**src/rtl/step_dir_gen.sv**
```systemverilog
`default_nettype none
// ============================================================================
//  Module   : step_dir_gen
//  Brief    : Step/dir pulse generator with dir-setup and pulse-width timing.
//             Optional signed position counter under STEP_DIR_POSITION_EN.
//  Revision : 1.0 - initial release
// ============================================================================
module step_dir_gen #(
    parameter int CNT_W           = 32,
    parameter int TICK_W          = 32,
    parameter int PULSE_TICKS     = 8,
    parameter int DIR_SETUP_TICKS = 16
`ifdef STEP_DIR_POSITION_EN
    ,
    parameter int POS_W           = 32
`endif
) (
    input  logic              CLK,
    input  logic              reset,
    input  logic              move_valid,
    output logic              move_ready,
    input  logic              move_dir,
    input  logic [CNT_W-1:0]  move_steps,
    input  logic [TICK_W-1:0] move_period,
    input  logic              abort,
    output logic              step,
    output logic              dir,
    output logic              busy,
    output logic              done,
    output logic [CNT_W-1:0]  steps_remaining
`ifdef STEP_DIR_POSITION_EN
    ,
    output logic signed [POS_W-1:0] position
`endif
);

    localparam logic [2:0] c_IDLE      = 3'd0;
    localparam logic [2:0] c_DIR_SETUP = 3'd1;
    localparam logic [2:0] c_STEP_HI   = 3'd2;
    localparam logic [2:0] c_STEP_LO   = 3'd3;
    localparam logic [2:0] c_DONE      = 3'd4;

    localparam logic [TICK_W-1:0] c_PULSE      = TICK_W'(PULSE_TICKS);
    localparam logic [TICK_W-1:0] c_PULSE_LOAD = TICK_W'(PULSE_TICKS - 1);
    localparam logic [TICK_W-1:0] c_SETUP_LOAD = TICK_W'(DIR_SETUP_TICKS - 1);
    localparam logic [TICK_W-1:0] c_MIN_PERIOD = TICK_W'(PULSE_TICKS + 1);

    logic [2:0]        r_state;
    logic [TICK_W-1:0] r_tick;
    logic [TICK_W-1:0] r_lo_load;
    logic [CNT_W-1:0]  r_steps;
    logic              r_dir;
    logic              r_abort_pend;
    logic              r_step;
    logic              r_busy;
    logic              r_done;
    logic              r_ready;

    logic [2:0]        w_state_nxt;
    logic [TICK_W-1:0] w_tick_nxt;
    logic [TICK_W-1:0] w_lo_load_nxt;
    logic [CNT_W-1:0]  w_steps_nxt;
    logic              w_dir_nxt;
    logic              w_abort_pend_nxt;
    logic              w_rise;
    logic [TICK_W-1:0] w_eff_period;

    assign w_eff_period = (move_period < c_MIN_PERIOD) ? c_MIN_PERIOD : move_period;

    always_comb begin
        w_state_nxt      = r_state;
        w_tick_nxt       = r_tick;
        w_lo_load_nxt    = r_lo_load;
        w_steps_nxt      = r_steps;
        w_dir_nxt        = r_dir;
        w_abort_pend_nxt = r_abort_pend;
        w_rise           = 1'b0;
        case (r_state)
            c_IDLE: begin
                w_abort_pend_nxt = 1'b0;
                if (move_valid && r_ready) begin
                    // Tick counters reload with (cycles - 1) since the load cycle counts.
                    w_lo_load_nxt = w_eff_period - c_PULSE - TICK_W'(1);
                    w_steps_nxt   = move_steps;
                    if (move_steps == '0) begin
                        w_state_nxt = c_DONE;
                    end else if (move_dir != r_dir) begin
                        w_state_nxt = c_DIR_SETUP;
                        w_dir_nxt   = move_dir;
                        w_tick_nxt  = c_SETUP_LOAD;
                    end else begin
                        w_state_nxt = c_STEP_HI;
                        w_tick_nxt  = c_PULSE_LOAD;
                        w_steps_nxt = move_steps - CNT_W'(1);
                        w_rise      = 1'b1;
                    end
                end
            end
            c_DIR_SETUP: begin
                if (abort) begin
                    w_state_nxt = c_DONE;
                end else if (r_tick == '0) begin
                    w_state_nxt = c_STEP_HI;
                    w_tick_nxt  = c_PULSE_LOAD;
                    w_steps_nxt = r_steps - CNT_W'(1);
                    w_rise      = 1'b1;
                end else begin
                    w_tick_nxt = r_tick - TICK_W'(1);
                end
            end
            c_STEP_HI: begin
                // An abort here is remembered so the pulse keeps its full width.
                if (abort) begin
                    w_abort_pend_nxt = 1'b1;
                end
                if (r_tick == '0) begin
                    if (abort || r_abort_pend) begin
                        w_state_nxt = c_DONE;
                    end else begin
                        w_state_nxt = c_STEP_LO;
                        w_tick_nxt  = r_lo_load;
                    end
                end else begin
                    w_tick_nxt = r_tick - TICK_W'(1);
                end
            end
            c_STEP_LO: begin
                if (abort) begin
                    w_state_nxt = c_DONE;
                end else if (r_tick == '0) begin
                    if (r_steps != '0) begin
                        w_state_nxt = c_STEP_HI;
                        w_tick_nxt  = c_PULSE_LOAD;
                        w_steps_nxt = r_steps - CNT_W'(1);
                        w_rise      = 1'b1;
                    end else begin
                        w_state_nxt = c_DONE;
                    end
                end else begin
                    w_tick_nxt = r_tick - TICK_W'(1);
                end
            end
            c_DONE: begin
                w_state_nxt = c_IDLE;
            end
            default: begin
                w_state_nxt = c_IDLE;
            end
        endcase
    end

    always_ff @(posedge CLK) begin
        if (reset) begin
            r_state      <= c_IDLE;
            r_tick       <= '0;
            r_lo_load    <= '0;
            r_steps      <= '0;
            r_dir        <= 1'b0;
            r_abort_pend <= 1'b0;
            r_step       <= 1'b0;
            r_busy       <= 1'b0;
            r_done       <= 1'b0;
            r_ready      <= 1'b1;
        end else begin
            r_state      <= w_state_nxt;
            r_tick       <= w_tick_nxt;
            r_lo_load    <= w_lo_load_nxt;
            r_steps      <= w_steps_nxt;
            r_dir        <= w_dir_nxt;
            r_abort_pend <= w_abort_pend_nxt;
            r_step       <= (w_state_nxt == c_STEP_HI);
            r_busy       <= (w_state_nxt != c_IDLE);
            r_done       <= (w_state_nxt == c_DONE);
            r_ready      <= (w_state_nxt == c_IDLE);
        end
    end

`ifdef STEP_DIR_POSITION_EN
    logic signed [POS_W-1:0] r_pos;

    always_ff @(posedge CLK) begin
        if (reset) begin
            r_pos <= '0;
        end else if (w_rise) begin
            r_pos <= w_dir_nxt ? (r_pos + POS_W'(1)) : (r_pos - POS_W'(1));
        end
    end

    assign position = r_pos;
`endif

    assign move_ready      = r_ready;
    assign step            = r_step;
    assign dir             = r_dir;
    assign busy            = r_busy;
    assign done            = r_done;
    assign steps_remaining = r_steps;

endmodule
`default_nettype wire
```
**config.mk**
```make
export PLATFORM = sky130hd
export DESIGN_NAME = step_dir_gen
export DESIGN_NICKNAME = d
export VERILOG_FILES = /design/src/rtl/step_dir_gen.sv
export SDC_FILE = /design/constraint.sdc
export NUM_CORES = 1
export LEC_CHECK = 0
export CELL_PAD_IN_SITES_DETAIL_PLACEMENT = 2
export CELL_PAD_IN_SITES_GLOBAL_PLACEMENT = 2
export CORE_ASPECT_RATIO = 1.25
export CORE_MARGIN = 10
export CORE_UTILIZATION = 30
export CTS_BUF_LIST = sky130_fd_sc_hd__clkbuf_8
export CTS_CLUSTER_SIZE = 20
export DETAILED_ROUTE_END_ITERATION = 12
export GPL_ROUTABILITY_DRIVEN = 1
export PLACE_DENSITY = 0.74
export SYNTH_ARGS = -nofsm -noshare
export SYNTH_HDL_FRONTEND = slang
export SYNTH_SLANG_ARGS = --single-unit
```
**constraint.sdc**
```tcl
create_clock -name CLK -period 5.48 [get_ports CLK]
set_clock_uncertainty 0.1 [all_clocks]
set_input_delay 1.096 -clock CLK [delete_from_list [all_inputs] [get_ports CLK]]
set_output_delay 1.096 -clock CLK [all_outputs]
set_load 0.03 [all_outputs]
```
==> results.sh, run 1 <==
export IMPL_syn_avg_cell_area_sq_um=7.41
export IMPL_reg2reg_depth=10
export IMPL_place_gp_congestion=0.850
export IMPL_drt_iter0_drc=303
export IMPL_cap_viol_max_count=0
export IMPL_io_buffers=105
export IMPL_relSlewSlack=0.282
export IMPL_antennaDiodeCount=0
export IMPL_finalPower_mw=4.36
export IMPL_syn_to_final_growth_pct=23.3
export IMPL_drt_pass1_iterations=4
export IMPL_rsz0062_at_grt="false"
export IMPL_worst_setup_path_end_kind="flip-flop"
export IMPL_crit_fanout=8
export IMPL_p_leak_nw=2.78
export IMPL_synth_seq_area_share=0.313
export IMPL_hold_violations=0
export IMPL_syn_nets=982
export IMPL_grt_max_degree=47
export IMPL_final_seq_area_sq_um=2100
export IMPL_synth_top_flop_cell="dfxtp_1"
export IMPL_swShare=0.520
export IMPL_antenna_found_initial=0
export IMPL_topRoutingLayerUsed="met4"
export IMPL_multi_input_area_sq_um=4390
export IMPL_core_area_sq_um=22100
export IMPL_postRouteAntennaNets=0
export IMPL_post_drt_via_cell_ratio=5.75
export IMPL_arrival_ns=4.73
export IMPL_clk_latency_ns=0.40
export IMPL_r2r_end="steps_remaining[23]$_SDFFE_PP0P_"
export IMPL_slowest_delay_ns=0.60
export IMPL_start_util=0.304
export IMPL_cts_hold_buffers_added=0
export IMPL_cts_resized=0
export IMPL_grt_pass1_wl_microns=45000
export IMPL_vdd_drop_max_mv=0.200
export IMPL_num_vias=7385
export IMPL_cp_slowest_cell="or4_1"
export IMPL_ctsLongestPathBuffers=2
export IMPL_setup_tns_ns=0
export IMPL_route_met3_wl_microns=829
export IMPL_synth_cells=908
export IMPL_worstSetupStartpoint="move_period[18]"
export IMPL_crit_type="in2reg"
export IMPL_period_minus_slack_ns=4.51
export IMPL_remaining_drc_errors=0
export IMPL_dp_hpwl_microns=21800
export IMPL_yosys_warnings=0
export IMPL_drive_above_1_share=0.0549
export IMPL_final_cell_area_sq_um=8290
export IMPL_groute_usage_overall=0.192
export IMPL_p_clk_frac=0.114
export IMPL_layout_common_cells="nor2_1 (114), dfxtp_1 (105), clkdlybuf4s50_1 (104), a21oi_1 (74), o21ai_0 (72)"
export IMPL_die_w_microns=154
export IMPL_slew_viol_final=0
export IMPL_p_sw_mw=2.27
export IMPL_setup_viol=0
export IMPL_tritoncts="built"
export IMPL_worstMarginPinSlew_ns=1.07
export IMPL_final_nets=1072
export IMPL_clock_sinks=105
export IMPL_hp_start="r_tick[26]$_SDFFE_PP0P_"
export IMPL_final_common_cell="nor2_1"
export IMPL_synth_cell_types=66
export IMPL_max_freq_mhz=222
export IMPL_path_cells="clkdlybuf4s50_1, or4_1, nor4_1, buf_4, nand4_1, o21ai_0, ha_1, inv_1, o21ai_0, o211ai_1, nor4_1, xnor2_1, a211oi_1"
export IMPL_numCtsBuffers=9
export IMPL_met2_wirelength_microns=15200
export IMPL_grt_pass1_vias=8061
export IMPL_synth_edf_count=0
export IMPL_start_kind="input pin"
export IMPL_power_frac_seq=0.283
export IMPL_place_inst=1270
export IMPL_wl_met1_microns=11500
export IMPL_die_area_sq_um=28800
export IMPL_grt_overflow_total=0
export IMPL_p_int_mw=2.09
export IMPL_cp_data_required_time_ns=5.70
export IMPL_power_frac_comb=0.603
export IMPL_ys_ff_latch=105
export IMPL_ios=106
export IMPL_path_clk_slew_ns=0.11
export IMPL_status="complete, no violations"
export IMPL_reg2reg_from="r_tick[0]$_SDFFE_PP0P_"
export IMPL_chipHeight_microns=187
export IMPL_cts_root_buf="clkbuf_8"
export IMPL_min_path_type="reg2reg"
export IMPL_postCtsSetupBuffers=0
export IMPL_h_tree_depth=3
export IMPL_fin_util=0.374
export IMPL_wl_microns=28200
export IMPL_whs_path_depth=2
export IMPL_netlist_area_sq_um=6720
export IMPL_routedWlPerCell_microns=21.9
export IMPL_n_fill_cell=2661
export IMPL_hold_end="r_tick[26]$_SDFFE_PP0P_"
export IMPL_r2r_setup_slack_ns=1.72
export IMPL_place_area_sq_um=8100
export IMPL_synthArstFlopShare=0
export IMPL_num_rows=61
export IMPL_power_density_nw_per_um2=526
export IMPL_period_share=0.822
export IMPL_instances_no_fill=1285
[power groups by stage]
stage / Clock, mW / Sequential [mW] / Combinational [mW]
after floorplan: 0 / 1.32 / 1.53
after detailed placement: 0 / 1.25 / 2.63
after global routing: 0.539 / 1.27 / 2.91
after global placement: 0 / 1.25 / 2.58
after CTS: 0.514 / 1.23 / 2.65
final: 0.498 / 1.23 / 2.63
[layer usage]
| metal | vias to the layer above | global-route usage |
|---|---|---|
| met3 | 31 | 0.0265 |
| met4 | 0 | 0.0619 |
| li1 | 3584 | - |
| met2 | 109 | 0.365 |
| met1 | 3661 | 0.210 |
| met5 | - | 0 |
[final cells by class]
cell class / count / share of cell area
timing repair buffer: 126 / 0.145
clock inverter: 4 / 0.00438
sequential: 105 / 0.254
inverter: 14 / 0.00634
clock buffer: 11 / 0.0183
tap: 283 / 0.0427
multi-input combinational: 742 / 0.529
[critical path, delay by kind of cell]
family	cells	cell delay [ns]
buffers and inverters	3	0.74
adders and majority gates	1	0.31
and+or+nand+nor	4	1.47
AOI/OAI and AO/OA	4	1.03
xor gates and xnor gates	1	0.11
[kinds of logic after synthesis]
| family | count (synthesis) | share of synthesized area |
|---|---|---|
| xor+xnor | 60 | 0.0782 |
| mux | 3 | 0.00465 |
| buf+inv | 61 | 0.0363 |
| flops | 105 | 0.313 |
| simple gates | 413 | 0.317 |
| compound gates | 261 | 0.242 |
| fa+ha+maj | 5 | 0.00930 |
[flip-flops by register name (all words and copies together) (netlist names)]
signal,flops
r_lo_load,32
busy,1
dir,1
move_ready,1
done,1
r_tick,32
r_state,3
step,1
steps_remaining,32
r_abort_pend,1
[worst max-delay path by stage]
stage,end,depth (start not counted)
floorplan,r_lo_load[20]$_SDFFE_PP0P_,12
global placement,r_lo_load[18]$_SDFFE_PP0P_,13
detailed placement,r_lo_load[22]$_SDFFE_PP0P_,13
CTS,r_lo_load[22]$_SDFFE_PP0P_,13
global route,r_lo_load[18]$_SDFFE_PP0P_,12
finish,r_lo_load[18]$_SDFFE_PP0P_,13
[metrics by stage]
step                setup WS (ns)  hold WS [ns]
global placement            0.666         0.356
finish                      0.974         0.375
CTS                         0.964         0.376
global route                0.442         0.403
floorplan                    1.31         0.332
detailed placement          0.559         0.361
[cell usage after synthesis, types with 3 or more instances]
master,number,area share
nor2_1,115,0.064
dfxtp_1,105,0.31
a21oi_1,74,0.055
o21ai_0,72,0.054
nand2_1,71,0.040
nor3_1,52,0.039
clkbuf_1,40,0.022
nor4_1,40,0.037
a211oi_1,31,0.035
xnor2_1,31,0.040
xor2_1,29,0.038
nand3_1,28,0.021
or4_1,24,0.027
a31oi_1,17,0.016
or3_1,16,0.015
inv_1,13,0.0073
nand4_1,12,0.011
and3_1,11,0.010
o211ai_1,9,0.010
nand3b_1,6,0.0067
nor2b_1,6,0.0056
o22ai_1,6,0.0056
a22o_1,5,0.0065
a32o_1,5,0.0074
ha_1,5,0.0093
nand4b_1,5,0.0065
o32ai_1,5,0.0065
a21o_1,4,0.0045
a22oi_1,4,0.0045
nand2b_1,4,0.0037
nor4b_1,4,0.0052
a311oi_1,3,0.0039
a31o_2,3,0.0039
buf_2,3,0.0022
nor3b_1,3,0.0033
nor4_2,3,0.0056
o21bai_1,3,0.0033
o31ai_1,3,0.0033
or2_2,3,0.0028
No activity file was read; power rests on OpenSTA's default activity.
==> run 2, diff against run 1 <==
Clock period 5.48 ns to 4.2 ns, I/O delays scaled along.
==> results.sh, run 2 (synthesized netlist as in run 1, its figures left out) <==
export IMPL_status="complete, no violations"
export IMPL_dp_hpwl_microns=22800
export IMPL_start_util=0.304
export IMPL_drt_iter0_drc=328
export IMPL_tritoncts="built"
export IMPL_grt_pass1_vias=8325
export IMPL_post_drt_via_cell_ratio=5.72
export IMPL_clk_latency_ns=0.40
export IMPL_place_inst=1312
export IMPL_arrival_ns=4.09
export IMPL_power_density_nw_per_um2=667
export IMPL_drive_above_1_share=0.0956
export IMPL_relSlewSlack=0.404
export IMPL_final_nets=1115
export IMPL_path_clk_slew_ns=0.12
export IMPL_core_area_sq_um=22100
export IMPL_routedWlPerCell_microns=21.8
export IMPL_die_w_microns=154
export IMPL_remaining_drc_errors=0
export IMPL_ctsLongestPathBuffers=2
export IMPL_grt_pass1_wl_microns=46200
export IMPL_h_tree_depth=3
export IMPL_period_share=0.920
export IMPL_num_vias=7601
export IMPL_clock_sinks=105
export IMPL_rsz0062_at_grt="false"
export IMPL_layout_common_cells="nor2_1 (114), dfxtp_1 (105), clkdlybuf4s50_1 (104), a21oi_1 (74), o21ai_0 (72)"
export IMPL_min_path_type="reg2reg"
export IMPL_antennaDiodeCount=0
export IMPL_worst_setup_path_end_kind="flip-flop"
export IMPL_num_rows=61
export IMPL_grt_max_degree=48
export IMPL_syn_to_final_growth_pct=28.4
export IMPL_max_freq_mhz=259
export IMPL_ios=106
export IMPL_period_minus_slack_ns=3.86
export IMPL_p_leak_nw=2.99
export IMPL_cts_hold_buffers_added=0
export IMPL_finalPower_mw=5.76
export IMPL_io_buffers=105
export IMPL_grt_overflow_total=0
export IMPL_start_kind="input pin"
export IMPL_antenna_found_initial=0
export IMPL_crit_type="in2reg"
export IMPL_die_area_sq_um=28800
export IMPL_n_fill_cell=2606
export IMPL_drt_pass1_iterations=4
export IMPL_vdd_drop_max_mv=0.248
export IMPL_postRouteAntennaNets=0
export IMPL_chipHeight_microns=187
export IMPL_cap_viol_max_count=0
export IMPL_crit_fanout=9
export IMPL_place_gp_congestion=0.867
export IMPL_worstMarginPinSlew_ns=0.885
export IMPL_fin_util=0.390
export IMPL_instances_no_fill=1329
export IMPL_numCtsBuffers=9
export IMPL_groute_usage_overall=0.197
export IMPL_wl_microns=29000
export IMPL_slew_viol_final=0
export IMPL_hold_violations=0
export IMPL_setup_viol=0
export IMPL_cts_root_buf="clkbuf_8"
export IMPL_cp_data_required_time_ns=4.43
export IMPL_final_common_cell="nor2_1"
-- run 2: cell types whose count changed in the layout (fill, tap and decap cells not counted) --
cell and change:
buf_4 +41, buf_12 +2, clkinvlp_4 +2, clkbuf_8 -1
clkinv_2 +1, clkinv_4 -1, inv_1 +1, inv_6 -1
nor4_1 -1, nor4_2 +1, o21a_1 -1, o21a_2 +1
-- run 2: where the power goes --
group	internal [mW]	switching, mW	leakage, nW
clock	0.234	0.404	0.0876
combinational	1.29	2.22	2.04
sequential	1.26	0.343	0.861
total	2.79	2.97	2.99
-- run 2: worst paths after layout --
check / cells past startpoint / from / slack (ns) / end
max: 13 / move_period[19] / 0.34 / r_lo_load[20]$_SDFFE_PP0P_
min: 2 / r_tick[26]$_SDFFE_PP0P_ / 0.37 / r_tick[26]$_SDFFE_PP0P_
max reg2reg: 10 / r_tick[0]$_SDFFE_PP0P_ / 0.54 / steps_remaining[23]$_SDFFE_PP0P_
min reg2reg: 2 / r_tick[26]$_SDFFE_PP0P_ / 0.37 / r_tick[26]$_SDFFE_PP0P_
-- run 2: layer usage --
layer	wire, microns	GRT usage
met5	0	0
met4	497	0.0531
met3	943	0.0361
met2	16000	0.380
met1	11500	0.210
-- run 2: area by class of cell --
type | instances | area (sq um) | area share
Multi-Input combinational cell | 742 | 4400 | 0.509
Timing Repair Buffer | 169 | 1550 | 0.180
Clock buffer | 10 | 138 | 0.0159
Inverter | 14 | 52.6 | 0.00609
Clock inverter | 6 | 42.5 | 0.00493
Sequential cell | 105 | 2100 | 0.243
Tap cell | 283 | 354 | 0.0410
-- run 2: repair_timing --
action | CTS | global route
gates resized for setup | 0 | 2
buffers inserted | 0 | 1
setup endpoints to repair | 0 | 6
hold endpoints to repair | 0 | 0
-- run 2: stage by stage --
| stage | setup slack, ns | instance area, sq um | hold slack [ns] | setup TNS (ns) |
|---|---|---|---|---|
| final | 0.338 | 8640 | 0.371 | 0 |
| after global routing | 0.0392 | 8640 | 0.397 | 0 |
| after CTS | 0.221 | 8620 | 0.374 | 0 |
| after detailed placement | -0.130 | 8440 | 0.357 | -0.897 |
| after global placement | 0.0727 | 8440 | 0.344 | 0 |
| after floorplan | 0.287 | 6720 | 0.332 | 0 |
-- run 2: critical path: stages --
cell and delay (ns):
clkdlybuf4s50_1 0.41, or4_1 0.57, nor4_1 0.26, buf_4 0.18, nand4_1 0.19, o21ai_0 0.22, ha_1 0.19, inv_1 0.05
o21ai_0 0.24, o21a_2 0.32, nand4b_1 0.18, xor2_1 0.19, a211oi_1 0.22
==> run 3, diff against run 2 <==
Settings changed: PLACE_DENSITY 0.74 to 0.83.
==> results.sh, run 3 (synthesized netlist as in run 1, its figures left out) <==
export IMPL_groute_usage_overall=0.203
export IMPL_arrival_ns=4.14
export IMPL_drive_above_1_share=0.0842
export IMPL_core_area_sq_um=22100
export IMPL_relSlewSlack=0.309
export IMPL_num_vias=7737
export IMPL_max_freq_mhz=255
export IMPL_worst_setup_path_end_kind="flip-flop"
export IMPL_drt_pass1_iterations=4
export IMPL_power_density_nw_per_um2=683
export IMPL_dp_hpwl_microns=22800
export IMPL_place_ws_ns=-0.250
export IMPL_clk_latency_ns=0.41
export IMPL_min_path_type="reg2reg"
export IMPL_power_frac_comb=0.609
export IMPL_path_clk_slew_ns=0.11
export IMPL_grt_pass1_vias=8626
export IMPL_reg2reg_depth=10
export IMPL_routedWlPerCell_microns=22.9
export IMPL_h_tree_depth=3
export IMPL_io_buffers=105
export IMPL_period_share=0.934
export IMPL_place_gp_congestion=0.887
export IMPL_setup_viol=0
export IMPL_crit_type="in2reg"
export IMPL_cts_root_buf="clkbuf_8"
export IMPL_antenna_found_initial=0
export IMPL_cap_viol_max_count=0
export IMPL_worstSetupStartpoint="move_period[19]"
export IMPL_p_leak_nw=2.94
export IMPL_p_int_mw=2.82
export IMPL_setup_tns_ns=0
export IMPL_endpoint="r_lo_load[22]$_SDFFE_PP0P_"
export IMPL_vdd_drop_max_mv=0.292
export IMPL_ios=106
export IMPL_r2r_setup_slack_ns=0.46
export IMPL_num_rows=61
export IMPL_r2r_end="steps_remaining[23]$_SDFFE_PP0P_"
export IMPL_wl_microns=30200
export IMPL_final_common_cell="nor2_1"
export IMPL_start_kind="input pin"
export IMPL_setup_ws_ns=0.278
export IMPL_period_minus_slack_ns=3.92
export IMPL_start_util=0.304
export IMPL_grt_overflow_total=0
export IMPL_chipHeight_microns=187
export IMPL_grt_pass1_wl_microns=47800
export IMPL_worstMarginPinSlew_ns=1.03
export IMPL_crit_fanout=7
export IMPL_drt_iter0_drc=288
export IMPL_p_sw_mw=3.03
export IMPL_rsz0062_at_grt="false"
export IMPL_reg2reg_from="r_tick[0]$_SDFFE_PP0P_"
export IMPL_final_nets=1104
export IMPL_tritoncts="built"
export IMPL_die_w_microns=154
export IMPL_clock_sinks=105
export IMPL_postRouteAntennaNets=0
export IMPL_die_area_sq_um=28800
export IMPL_power_frac_seq=0.278
export IMPL_layout_common_cells="nor2_1 (114), dfxtp_1 (105), clkdlybuf4s50_1 (104), a21oi_1 (74), nand2_1 (71)"
export IMPL_hold_violations=0
export IMPL_post_drt_via_cell_ratio=5.88
export IMPL_ctsLongestPathBuffers=2
export IMPL_cp_data_required_time_ns=4.42
export IMPL_syn_to_final_growth_pct=27.2
export IMPL_status="complete, no violations"
export IMPL_remaining_drc_errors=0
export IMPL_numCtsBuffers=9
export IMPL_fin_util=0.387
export IMPL_swShare=0.518
export IMPL_slew_viol_final=0
export IMPL_p_clk_frac=0.113
export IMPL_grt_max_degree=58
export IMPL_antennaDiodeCount=0
==> run 3: changes by cell type in the layout (fill, tap and decap cells not counted), sizes merged <==
cell / delta
buf: -11
clkinvlp: -2
bufinv: +1
clkbuf: -1
==> run 3: per-stage QoR <==
| stage | instances | total power [mW] | area, sq um | hold WS [ns] |
|---|---|---|---|---|
| 2_1_floorplan | 908 | 3.73 | 6720 | 0.332 |
| 3_3_place_gp | 1301 | 5.02 | 8360 | 0.349 |
| 3_5_place_dp | 1301 | 5.15 | 8360 | 0.367 |
| 4_1_cts | 1315 | 5.86 | 8540 | 0.382 |
| 5_1_grt | 1316 | 6.29 | 8560 | 0.415 |
| 6_report | 1316 | 5.85 | 8560 | 0.379 |
==> run 3: metal layers <==
metal / GRT usage / share of wire / wire, microns / vias to the layer above
met2: 0.379 / 0.54 / 16200 / 151
met1: 0.219 / 0.40 / 12100 / 3888
met5: 0 / 0 / 0 / -
met4: 0.0877 / 0.032 / 961 / 0
met3: 0.0320 / 0.032 / 969 / 48
li1: - / - / - / 3650
==> run 3: cell type report <==
cell class,instances,area (sq um)
multi-input cells,742,4400
clock buffers,9,124
clock inverters,5,58.8
well taps,283,354
inverters,14,52.6
repair buffers,158,1470
flip-flops and latches,105,2100
fillers,2622,13600
==> run 3: critical path, stage by stage <==
cell             delay (ns)
clkdlybuf4s50_1        0.44
or4_1                  0.57
nor4_1                 0.20
buf_4                  0.19
nand4_1                0.21
o21ai_1                0.20
ha_1                   0.20
inv_1                  0.07
o21ai_1                0.21
o211ai_1               0.16
buf_4                  0.20
nor4_1                 0.25
xnor2_1                0.13
a211oi_1               0.26
==> run 3: timing repair <==
item / 4_1_cts / 5_1_grt
hold buffers: 0 / 0
setup buffers: 0 / 1
resized for setup: 0 / 4
endpoints found under the setup margin: 0 / 10
==> run 3: worst min-delay path by stage <==
stage	from	end	slack [ns]	cells after the start
final	r_lo_load[0]$_SDFFE_PP0P_	r_lo_load[0]$_SDFFE_PP0P_	0.38	2
after global routing	r_lo_load[0]$_SDFFE_PP0P_	r_lo_load[0]$_SDFFE_PP0P_	0.41	2
after CTS	r_lo_load[0]$_SDFFE_PP0P_	r_lo_load[0]$_SDFFE_PP0P_	0.38	2
after detailed placement	r_lo_load[0]$_SDFFE_PP0P_	r_lo_load[0]$_SDFFE_PP0P_	0.37	2
after global placement	r_lo_load[31]$_SDFFE_PP0P_	r_lo_load[31]$_SDFFE_PP0P_	0.35	2
after floorplan	r_lo_load[4]$_SDFFE_PP0P_	r_lo_load[4]$_SDFFE_PP0P_	0.33	2
==> run 3: power by group through the flow <==
stage,sequential [mW],clock [mW],combinational (mW)
2_1_floorplan,1.73,0,2.00
3_3_place_gp,1.63,0,3.39
3_5_place_dp,1.64,0,3.51
4_1_cts,1.62,0.673,3.56
5_1_grt,1.67,0.711,3.91
6_report,1.63,0.663,3.56
